### src/rtl/tl_addr_demux.sv
// tl_addr_demux
//   TileLink-UL 1-to-N address demultiplexer sitting in front of the denial
//   slave. Master A requests are routed to the lowest-indexed slave whose
//   address window matches. Requests that match no window go to port N_SLV,
//   the denial port. Slave D responses are merged back to the master through
//   a round-robin arbiter. Multi-beat Put bursts (A) and multi-beat
//   AccessAckData bursts (D) are kept atomic.
//
// Ports
//   demux_clock_i, demux_reset_i : clock, synchronous active-high reset
//   m_a_*                         : master A channel (request in, ready out)
//   m_d_*                         : master D channel (response out, ready in)
//   s_a_*                         : slave A channel; payload is broadcast,
//                                   s_a_valid is one-hot over N_SLV+1 ports
//   s_d_*                         : slave D channels, flattened with port j
//                                   at [j*W +: W]; s_d_ready is one-hot
module tl_addr_demux #(
  parameter int unsigned TL_RS = 1,
  parameter int unsigned TL_AW = 32,
  parameter int unsigned TL_DW = 32,
  parameter int unsigned N_SLV = 2,
  parameter logic [N_SLV*TL_AW-1:0] SLV_BASE = '0,
  parameter logic [N_SLV*TL_AW-1:0] SLV_MASK = '0
) (
  input  logic                         demux_clock_i,
  input  logic                         demux_reset_i,

  input  logic [2:0]                   m_a_opcode,
  input  logic [2:0]                   m_a_param,
  input  logic [2:0]                   m_a_size,
  input  logic [TL_RS-1:0]             m_a_source,
  input  logic [TL_AW-1:0]             m_a_address,
  input  logic [TL_DW/8-1:0]           m_a_mask,
  input  logic [TL_DW-1:0]             m_a_data,
  input  logic                         m_a_corrupt,
  input  logic                         m_a_valid,
  output logic                         m_a_ready,

  output logic [2:0]                   m_d_opcode,
  output logic [1:0]                   m_d_param,
  output logic [2:0]                   m_d_size,
  output logic [TL_RS-1:0]             m_d_source,
  output logic                         m_d_denied,
  output logic [TL_DW-1:0]             m_d_data,
  output logic                         m_d_corrupt,
  output logic                         m_d_valid,
  input  logic                         m_d_ready,

  output logic [2:0]                   s_a_opcode,
  output logic [2:0]                   s_a_param,
  output logic [2:0]                   s_a_size,
  output logic [TL_RS-1:0]             s_a_source,
  output logic [TL_AW-1:0]             s_a_address,
  output logic [TL_DW/8-1:0]           s_a_mask,
  output logic [TL_DW-1:0]             s_a_data,
  output logic                         s_a_corrupt,
  output logic [N_SLV:0]               s_a_valid,
  input  logic [N_SLV:0]               s_a_ready,

  input  logic [(N_SLV+1)*3-1:0]       s_d_opcode,
  input  logic [(N_SLV+1)*2-1:0]       s_d_param,
  input  logic [(N_SLV+1)*3-1:0]       s_d_size,
  input  logic [(N_SLV+1)*TL_RS-1:0]   s_d_source,
  input  logic [N_SLV:0]               s_d_denied,
  input  logic [(N_SLV+1)*TL_DW-1:0]   s_d_data,
  input  logic [N_SLV:0]               s_d_corrupt,
  input  logic [N_SLV:0]               s_d_valid,
  output logic [N_SLV:0]               s_d_ready
);

  localparam int unsigned NP = N_SLV + 1;
  localparam int unsigned GW = (NP > 1) ? $clog2(NP) : 1;
  localparam int unsigned L  = $clog2(TL_DW / 8);
  localparam logic [2:0]  LW = 3'(L);

  // Number of data beats carried by a message of the given size.
  function automatic logic [7:0] beats_of(input logic [2:0] size);
    if (size > LW) return 8'd1 << (size - LW);
    return 8'd1;
  endfunction

  // ---------------------------------------------------------------- A side
  logic          a_lock;
  logic [7:0]    a_cnt;
  logic [GW-1:0] a_tgt;
  logic [GW-1:0] dec_idx;
  logic [GW-1:0] a_sel;
  logic          hit_found;
  logic          a_hs;
  logic          a_put;
  logic [7:0]    a_beats;

  always_comb begin
    dec_idx   = GW'(N_SLV);
    hit_found = 1'b0;
    for (int unsigned i = 0; i < N_SLV; i++) begin
      if (!hit_found &&
          ((m_a_address & SLV_MASK[i*TL_AW +: TL_AW]) == SLV_BASE[i*TL_AW +: TL_AW])) begin
        hit_found = 1'b1;
        dec_idx   = GW'(i);
      end
    end
  end

  assign a_sel = a_lock ? a_tgt : dec_idx;

  always_comb begin
    s_a_valid = '0;
    m_a_ready = 1'b0;
    for (int unsigned j = 0; j < NP; j++) begin
      if (a_sel == GW'(j)) begin
        s_a_valid[j] = m_a_valid;
        m_a_ready    = s_a_ready[j];
      end
    end
    if (demux_reset_i) begin
      s_a_valid = '0;
      m_a_ready = 1'b0;
    end
  end

  assign s_a_opcode  = m_a_opcode;
  assign s_a_param   = m_a_param;
  assign s_a_size    = m_a_size;
  assign s_a_source  = m_a_source;
  assign s_a_address = m_a_address;
  assign s_a_mask    = m_a_mask;
  assign s_a_data    = m_a_data;
  assign s_a_corrupt = m_a_corrupt;

  assign a_hs    = m_a_valid && m_a_ready;
  assign a_put   = (m_a_opcode == 3'd0) || (m_a_opcode == 3'd1);
  assign a_beats = beats_of(m_a_size);

  // ---------------------------------------------------------------- D side
  logic          d_lock;
  logic [7:0]    d_cnt;
  logic          d_hold;
  logic [GW-1:0] rr;
  logic [GW-1:0] d_gnt;      // grant registered from the previous cycle
  logic [GW-1:0] arb_idx;
  logic          arb_found;
  logic [GW-1:0] d_sel;      // grant in effect this cycle
  logic [GW-1:0] rr_next;
  logic          d_hs;
  logic [7:0]    d_beats;
  logic          d_first_burst;
  logic          d_last;

  // Rotating priority in two passes: ports at or above rr first, then wrap.
  always_comb begin
    arb_idx   = rr;
    arb_found = 1'b0;
    for (int unsigned j = 0; j < NP; j++) begin
      if (!arb_found && (GW'(j) >= rr) && s_d_valid[j]) begin
        arb_found = 1'b1;
        arb_idx   = GW'(j);
      end
    end
    for (int unsigned j = 0; j < NP; j++) begin
      if (!arb_found && s_d_valid[j]) begin
        arb_found = 1'b1;
        arb_idx   = GW'(j);
      end
    end
  end

  // A stalled response or a burst in progress keeps the previous grant so the
  // presented payload cannot switch underneath the master.
  assign d_sel = (d_lock || d_hold) ? d_gnt : arb_idx;

  always_comb begin
    m_d_opcode  = '0;
    m_d_param   = '0;
    m_d_size    = '0;
    m_d_source  = '0;
    m_d_denied  = 1'b0;
    m_d_data    = '0;
    m_d_corrupt = 1'b0;
    m_d_valid   = 1'b0;
    s_d_ready   = '0;
    for (int unsigned j = 0; j < NP; j++) begin
      if (d_sel == GW'(j)) begin
        m_d_opcode   = s_d_opcode[j*3 +: 3];
        m_d_param    = s_d_param[j*2 +: 2];
        m_d_size     = s_d_size[j*3 +: 3];
        m_d_source   = s_d_source[j*TL_RS +: TL_RS];
        m_d_denied   = s_d_denied[j];
        m_d_data     = s_d_data[j*TL_DW +: TL_DW];
        m_d_corrupt  = s_d_corrupt[j];
        m_d_valid    = s_d_valid[j];
        s_d_ready[j] = m_d_ready;
      end
    end
    if (demux_reset_i) begin
      m_d_valid = 1'b0;
      s_d_ready = '0;
    end
  end

  assign d_hs          = m_d_valid && m_d_ready;
  assign d_beats       = beats_of(m_d_size);
  assign d_first_burst = !d_lock && (m_d_opcode == 3'd1) && (d_beats > 8'd1);
  assign d_last        = d_lock ? (d_cnt == 8'd1) : !d_first_burst;
  assign rr_next       = (d_sel == GW'(N_SLV)) ? '0 : d_sel + GW'(1);

  // ------------------------------------------------------------ state
  always_ff @(posedge demux_clock_i) begin
    if (demux_reset_i) begin
      a_lock <= 1'b0;
      a_cnt  <= '0;
      a_tgt  <= '0;
      d_lock <= 1'b0;
      d_cnt  <= '0;
      d_hold <= 1'b0;
      rr     <= '0;
      d_gnt  <= '0;
    end else begin
      if (a_hs) begin
        if (a_lock) begin
          a_cnt <= a_cnt - 8'd1;
          if (a_cnt == 8'd1) a_lock <= 1'b0;
        end else if (a_put && (a_beats > 8'd1)) begin
          a_lock <= 1'b1;
          a_tgt  <= dec_idx;
          a_cnt  <= a_beats - 8'd1;
        end
      end

      d_gnt  <= d_sel;
      d_hold <= m_d_valid && !m_d_ready;
      if (d_hs) begin
        if (d_lock) begin
          d_cnt <= d_cnt - 8'd1;
          if (d_cnt == 8'd1) d_lock <= 1'b0;
        end else if (d_first_burst) begin
          d_lock <= 1'b1;
          d_cnt  <= d_beats - 8'd1;
        end
        if (d_last) rr <= rr_next;
      end
    end
  end

endmodule
### config.mk
export PLATFORM = sky130hd
export DESIGN_NAME = tl_addr_demux
export DESIGN_NICKNAME = d
export VERILOG_FILES = /design/src/rtl/tl_addr_demux.sv
export SDC_FILE = /design/constraint.sdc
export NUM_CORES = 1
export LEC_CHECK = 0
export ABC_AREA = 1
export CORE_AREA = 2 2 133 135
export DETAILED_ROUTE_END_ITERATION = 8
export DIE_AREA = 0 0 135 137
export PLACE_DENSITY = 0.61
export SLEW_MARGIN = 25
export SYNTH_ARGS = -nofsm -noshare
export SYNTH_HDL_FRONTEND = slang
export SYNTH_SLANG_ARGS = --single-unit
### constraint.sdc
create_clock -name demux_clock_i -period 5.9 [get_ports demux_clock_i]
set_clock_uncertainty 0.15 [all_clocks]
set_input_delay 1.77 -clock demux_clock_i [delete_from_list [all_inputs] [get_ports demux_clock_i]]
set_output_delay 1.77 -clock demux_clock_i [all_outputs]
set_load 0.01 [all_outputs]
---- Yosys cells after proc, flatten, opt, wreduce, memory -nomap -nowiden ----
Index checks and enable logic that the tools add are counted.
Widths: inputs -> output; s select.
storage, ports and cells
  output and inout port bits .............. 130
  input port bits ......................... 218
  bits in registers ....................... 14
  word-level logic and storage cells ...... 97
operators by class
  multiplexer cells ....................... 53
  equality and inequality tests ........... 4
  reductions and logical operators ........ 25
  shift-type cells ........................ 1
  $add $sub $neg .......................... 4
  order comparisons ....................... 5
operator list
  operator             number
  $mux 32              3
  $mux 8               4
  $mux 1               28
  $mux 2               11
  $mux 3               7
  $sub 8x1->8 const B  2
  $logic_and 1x1->1    12
  $eq 8x1->1 const B   1
  $gt 8x1->1 const B   1
  $logic_not 1->1      8
  $shl 1x3->8 const A  1
  $ge 1x2->1 const A   2
  $reduce_and 2->1     2
  $eq 3x1->1 const B   1
  $gt 3x2->1 const B   1
  $sub 3x2->3 const B  1
  $add 2x1->2 const B  1
  $eq 2x1->1 const B   1
  $eq 2x2->1 const B   1
  $ge 2x2->1 const A   1
  $logic_not 2->1      1
  $reduce_bool 2->1    1
  $logic_or 1x1->1     1

---- Depth between registers and ports, before layout ----
  depth in word-level cells ............... 34
  mapped depth ............................ 27
  depth with buffers taken out ............ 27

---- Least setup slack after synthesis ----
Ideal clock, no wire load.
  path kind ............................... input port to output port
  start ................................... input s_d_valid[1]
  end ..................................... output m_d_data[12]
  slack ................................... 0.739 ns
  buffers on the path ..................... 2
  data required time ...................... 3.980 ns
  arrival time ............................ 3.241 ns
  stages .................................. 13
  cells stage by stage .................... inv_1 -> nor2_1 -> a21oi_1 -> nand4_1 -> nor2_1 -> nor2_2 -> nand2_2 -> nand2_2 -> nor2_2 -> buf_2 -> buf_1 -> nand2_1 -> nand3_1
on the way
  cells in the longest elaborated chain, start to end .. 20
ends and longest elaborated chain
  what                            RTL line  RTL
  start: declaration              67        input logic [N_SLV:0] s_d_valid,
  $logic_and 1x1->1               155       if (!arb_found && (GW'(j) >= rr) && s_d_valid[j]) begin
  $mux 1                          155
  $logic_not 1->1                 155
  $logic_and 1x1->1 (2 in a row)  155
  $mux 1                          155
  $logic_not 1->1                 161       if (!arb_found && s_d_valid[j]) begin
  $logic_and 1x1->1               161
  $mux 1                          161
  (+2 left out)                   n/a
  $mux 1                          161
  $logic_not 1->1                 161
  $logic_and 1x1->1               161
  $mux 2 (*)                      161
  $mux 2 (*)                      170       assign d_sel = (d_lock || d_hold) ? d_gnt : arb_idx;
  $logic_not 2->1                 183       if (d_sel == GW'(j)) begin
  $mux 32 (2 in a row)            183
  $mux 32 (*)                     183
  end: declaration                44        output logic [TL_DW-1:0] m_d_data,
Every way passes the cells marked *; elsewhere a longest branch is shown, timed or not.

---- Final worst setup path ----
  start ................................... input s_d_valid[0]
  end ..................................... output m_d_opcode[0]
on the way
  cells in the longest elaborated chain, start to end .. 24
ends and longest elaborated chain
  what                            RTL line  RTL
  $logic_and 1x1->1               155
  $mux 1                          155
  $logic_not 1->1                 155
  $logic_and 1x1->1 (2 in a row)  155
  $mux 1                          155
  $logic_not 1->1                 155
  $logic_and 1x1->1 (2 in a row)  155
  $mux 1                          155
  (+5 left out)                   n/a
  $mux 1                          161
  $logic_not 1->1                 161
  $logic_and 1x1->1               161
  $mux 2 (*)                      161
  $mux 2 (*)                      170
  $logic_not 2->1                 183
  $mux 3 (2 in a row)             183
  $mux 3 (*)                      183
  end: declaration                39        output logic [2:0] m_d_opcode,
Marks and branches as above.

==> impl_metrics.ini <==
[synth]
synth_top_family_by_area = simple AND/OR/NAND/NOR gates
synth_simple_gate_area_frac = 0.440
yosys.area_share.xor_xnor = 0.0100
synth.mux.area_fraction = 0
postSynthAreaPerCell_um2 = 5.64
yosysWarnings = 0
synth-seq-cells = 14
ys_seq_area_frac = 0.107
synthCells = 464
synthesis.area_um2 = 2620
synth-compound-area-share = 0.0980
synthAdderAreaFrac = 0.0335
ys_types = 37

[floorplanning]
die_h_um = 137
ios = 348
core-area_um2 = 17100
die_w_um = 135
num_rows = 48
die_area_um2 = 18500
start_util = 0.153

[global_route]
grt_max_degree = 38
grt_overflow = 0
grt_pass1_vias = 2869
grt_usage = 0.105
grt_pass1_wl_mm = 15.3
antenna_found_initial = 3

[drt]
drc = 0
dr_total_vias = 3271
drt-pass1-iter-count = 4
viasPerCell = 3.96
drt-total-wl_mm = 10.8
wire_per_inst_um = 13.1
antenna_left = 0
initialDrtViolationCount = 120

[final_layout]
final_cell_mix = nand2_1 (152), clkdlybuf4s50_1 (137), nand3_1 (54)
instances_no_fill = 825
final_net_count = 824
fin_util = 0.266
area_growth_pct = 73.5
final_common_cell = nand2_1
fillers = 1929
layout-drive-gt1-share = 0.122

[clock_tree]
postCtsHoldBufs = 0
root_buffer = clkbuf_16
cts_tree = yes
cts_buffers = 3
clk_latency_ns = 0.25
cts_buffer_depth = 2
cts_sinks = 14
clk_pin_slew_worst_paths_ns = 0.05
h-tree-depth = 1

[sta]
period_needed_ns = 5.50
fmax_ghz = 0.182
hold_viol = 0
setup-violations-final = 0
maxSlewViolCount = 0
rsz0062_at_grt = false
post-route-period-util = 0.932

[placement]
dpl.hpwl_mm = 8.87
port_buffers = 185
gp_congestion = 0.793
dp_cells = 813

[setup_path]
arrival_ns = 3.58
worstRegToRegCells = 28
start_kind = input pin
crit_fanout = 6
critPathCaptureType = output port
worstSetupPathType = in -> out
required_ns = 3.98

[min_path]
holdPathStages = 2
hold_class = reg -> reg

[pwr]
leakage_nw = 2.13
power_density_nw_per_um2 = 259
irDropWorstVdd_mv = 0.137

[status]
status = complete, no violations

[flow_run]
cap_violations = 0
==> metal layers <==
metal  global-route usage  part of all wire
met3               0.0330             0.090
met4               0.0706             0.064
met2                0.171              0.47
met1                0.118              0.37
met5                    0            0.0011
==> flip-flops by register name (all words and copies together), names as in the netlist <==
signal  count
d_gnt       2
rr          2
d_lock      1
d_hold      1
d_cnt       8
==> cell usage after synthesis <==
library cell | n | share of area
nand2_2 | 7 | 0.017
o21ai_0 | 11 | 0.021
nand3_1 | 54 | 0.10
clkinv_1 | 3 | 0.0043
a22o_1 | 1 | 0.0033
buf_4 | 81 | 0.23
o31ai_1 | 1 | 0.0029
a21oi_2 | 2 | 0.0067
inv_2 | 2 | 0.0029
inv_1 | 35 | 0.050
o21ai_2 | 1 | 0.0033
conb_1 | 1 | 0.0014
o41ai_1 | 1 | 0.0033
buf_1 | 6 | 0.0086
nor2_4 | 1 | 0.0043
xor2_1 | 2 | 0.0067
nor3_1 | 2 | 0.0038
nand4_1 | 6 | 0.014
a21oi_4 | 1 | 0.0062
o21ai_1 | 4 | 0.0076
nor2_1 | 30 | 0.043
dfxtp_1 | 14 | 0.11
nand2_4 | 2 | 0.0086
o211ai_2 | 1 | 0.0048
buf_2 | 3 | 0.0057
o2111ai_1 | 1 | 0.0033
a21oi_1 | 17 | 0.033
nand2_1 | 153 | 0.22
nand3_2 | 2 | 0.0076
nand3_4 | 1 | 0.0067
or2_0 | 1 | 0.0024
ha_1 | 7 | 0.033
nand3b_1 | 1 | 0.0029
xnor2_1 | 1 | 0.0033
o211ai_1 | 1 | 0.0029
clkbuf_1 | 4 | 0.0057
nor2_2 | 3 | 0.0072
==> cell type report <==
class                           count  area [µm²]  area share
Sequential cell                    14         280      0.0617
Clock buffer                        4        88.8      0.0196
Multi-Input combinational cell    317        1570       0.345
Timing Repair Buffer              223        2170       0.478
Inverter                           40         150      0.0331
Antenna cell                        2        5.00     0.00110
Tap cell                          225         282      0.0620
==> worst max-delay path, cell delays in order <==
cell            delay, ns
dlymetal6s2s_1       0.17
nand2_1              0.12
nand4_1              0.12
nand2_1              0.09
inv_1                0.04
nor2_1               0.12
nand2_2              0.10
nand2_4              0.12
buf_4                0.14
buf_12               0.10
inv_2                0.04
buf_4                0.14
nand3_1              0.07
nand2_1              0.05
nand2_1              0.08
inv_1                0.04
dlygate4sd2_1        0.27
==> what timing repair did <==
item,CTS,global route
pin swaps,1,3
gates resized for setup,49,9
setup buffers,4,1
gates cloned,1,0
endpoints found under the setup margin,44,47
==> final timing paths <==
path / slack (ns) / start / end
hold / removal: 0.31 / d_cnt[1]$_SDFFE_PP0P_ / d_cnt[1]$_SDFFE_PP0P_
setup reg to reg: 2.09 / rr[1]$_SDFFE_PP0P_ / d_cnt[0]$_SDFFE_PP0P_
setup / recovery: 0.40 / s_d_valid[0] / m_d_opcode[0]
hold reg to reg: 0.31 / d_cnt[1]$_SDFFE_PP0P_ / d_cnt[1]$_SDFFE_PP0P_
==> metrics by stage <==
step           total power, W  TNS (ns)  area (µm²)  hold slack, ns  setup WS, ns
6_report              0.00118         0        4540           0.314         0.399
5_1_grt               0.00128         0        4540           0.359         0.257
4_1_cts               0.00120    -0.123        4510           0.317        -0.123
3_5_place_dp          0.00108     -7.17        4400           0.310        -0.240
3_3_place_gp          0.00108     -6.97        4400           0.305        -0.226
2_1_floorplan        0.000618         0        2620           0.294         0.739
==> where the power goes <==
part	total, W	internal, W	switching, W
sequential	0.000116	0.000105	0.0000118
clock	0.000146	0.000103	0.0000428
combinational	0.000913	0.000441	0.000472
total	0.00118	0.000649	0.000526
==> logic make-up (layout without fill, tap and decap cells) <==
group	Yosys count	after routing
and+or+nand+nor	263	263
AOI/OAI and AO/OA	42	42
buffers and inverters	134	267
DFF	14	14
xor gates and xnor gates	3	3
adders and majority gates	7	7
other	1	4
Power figures use the tool's default switching activity.
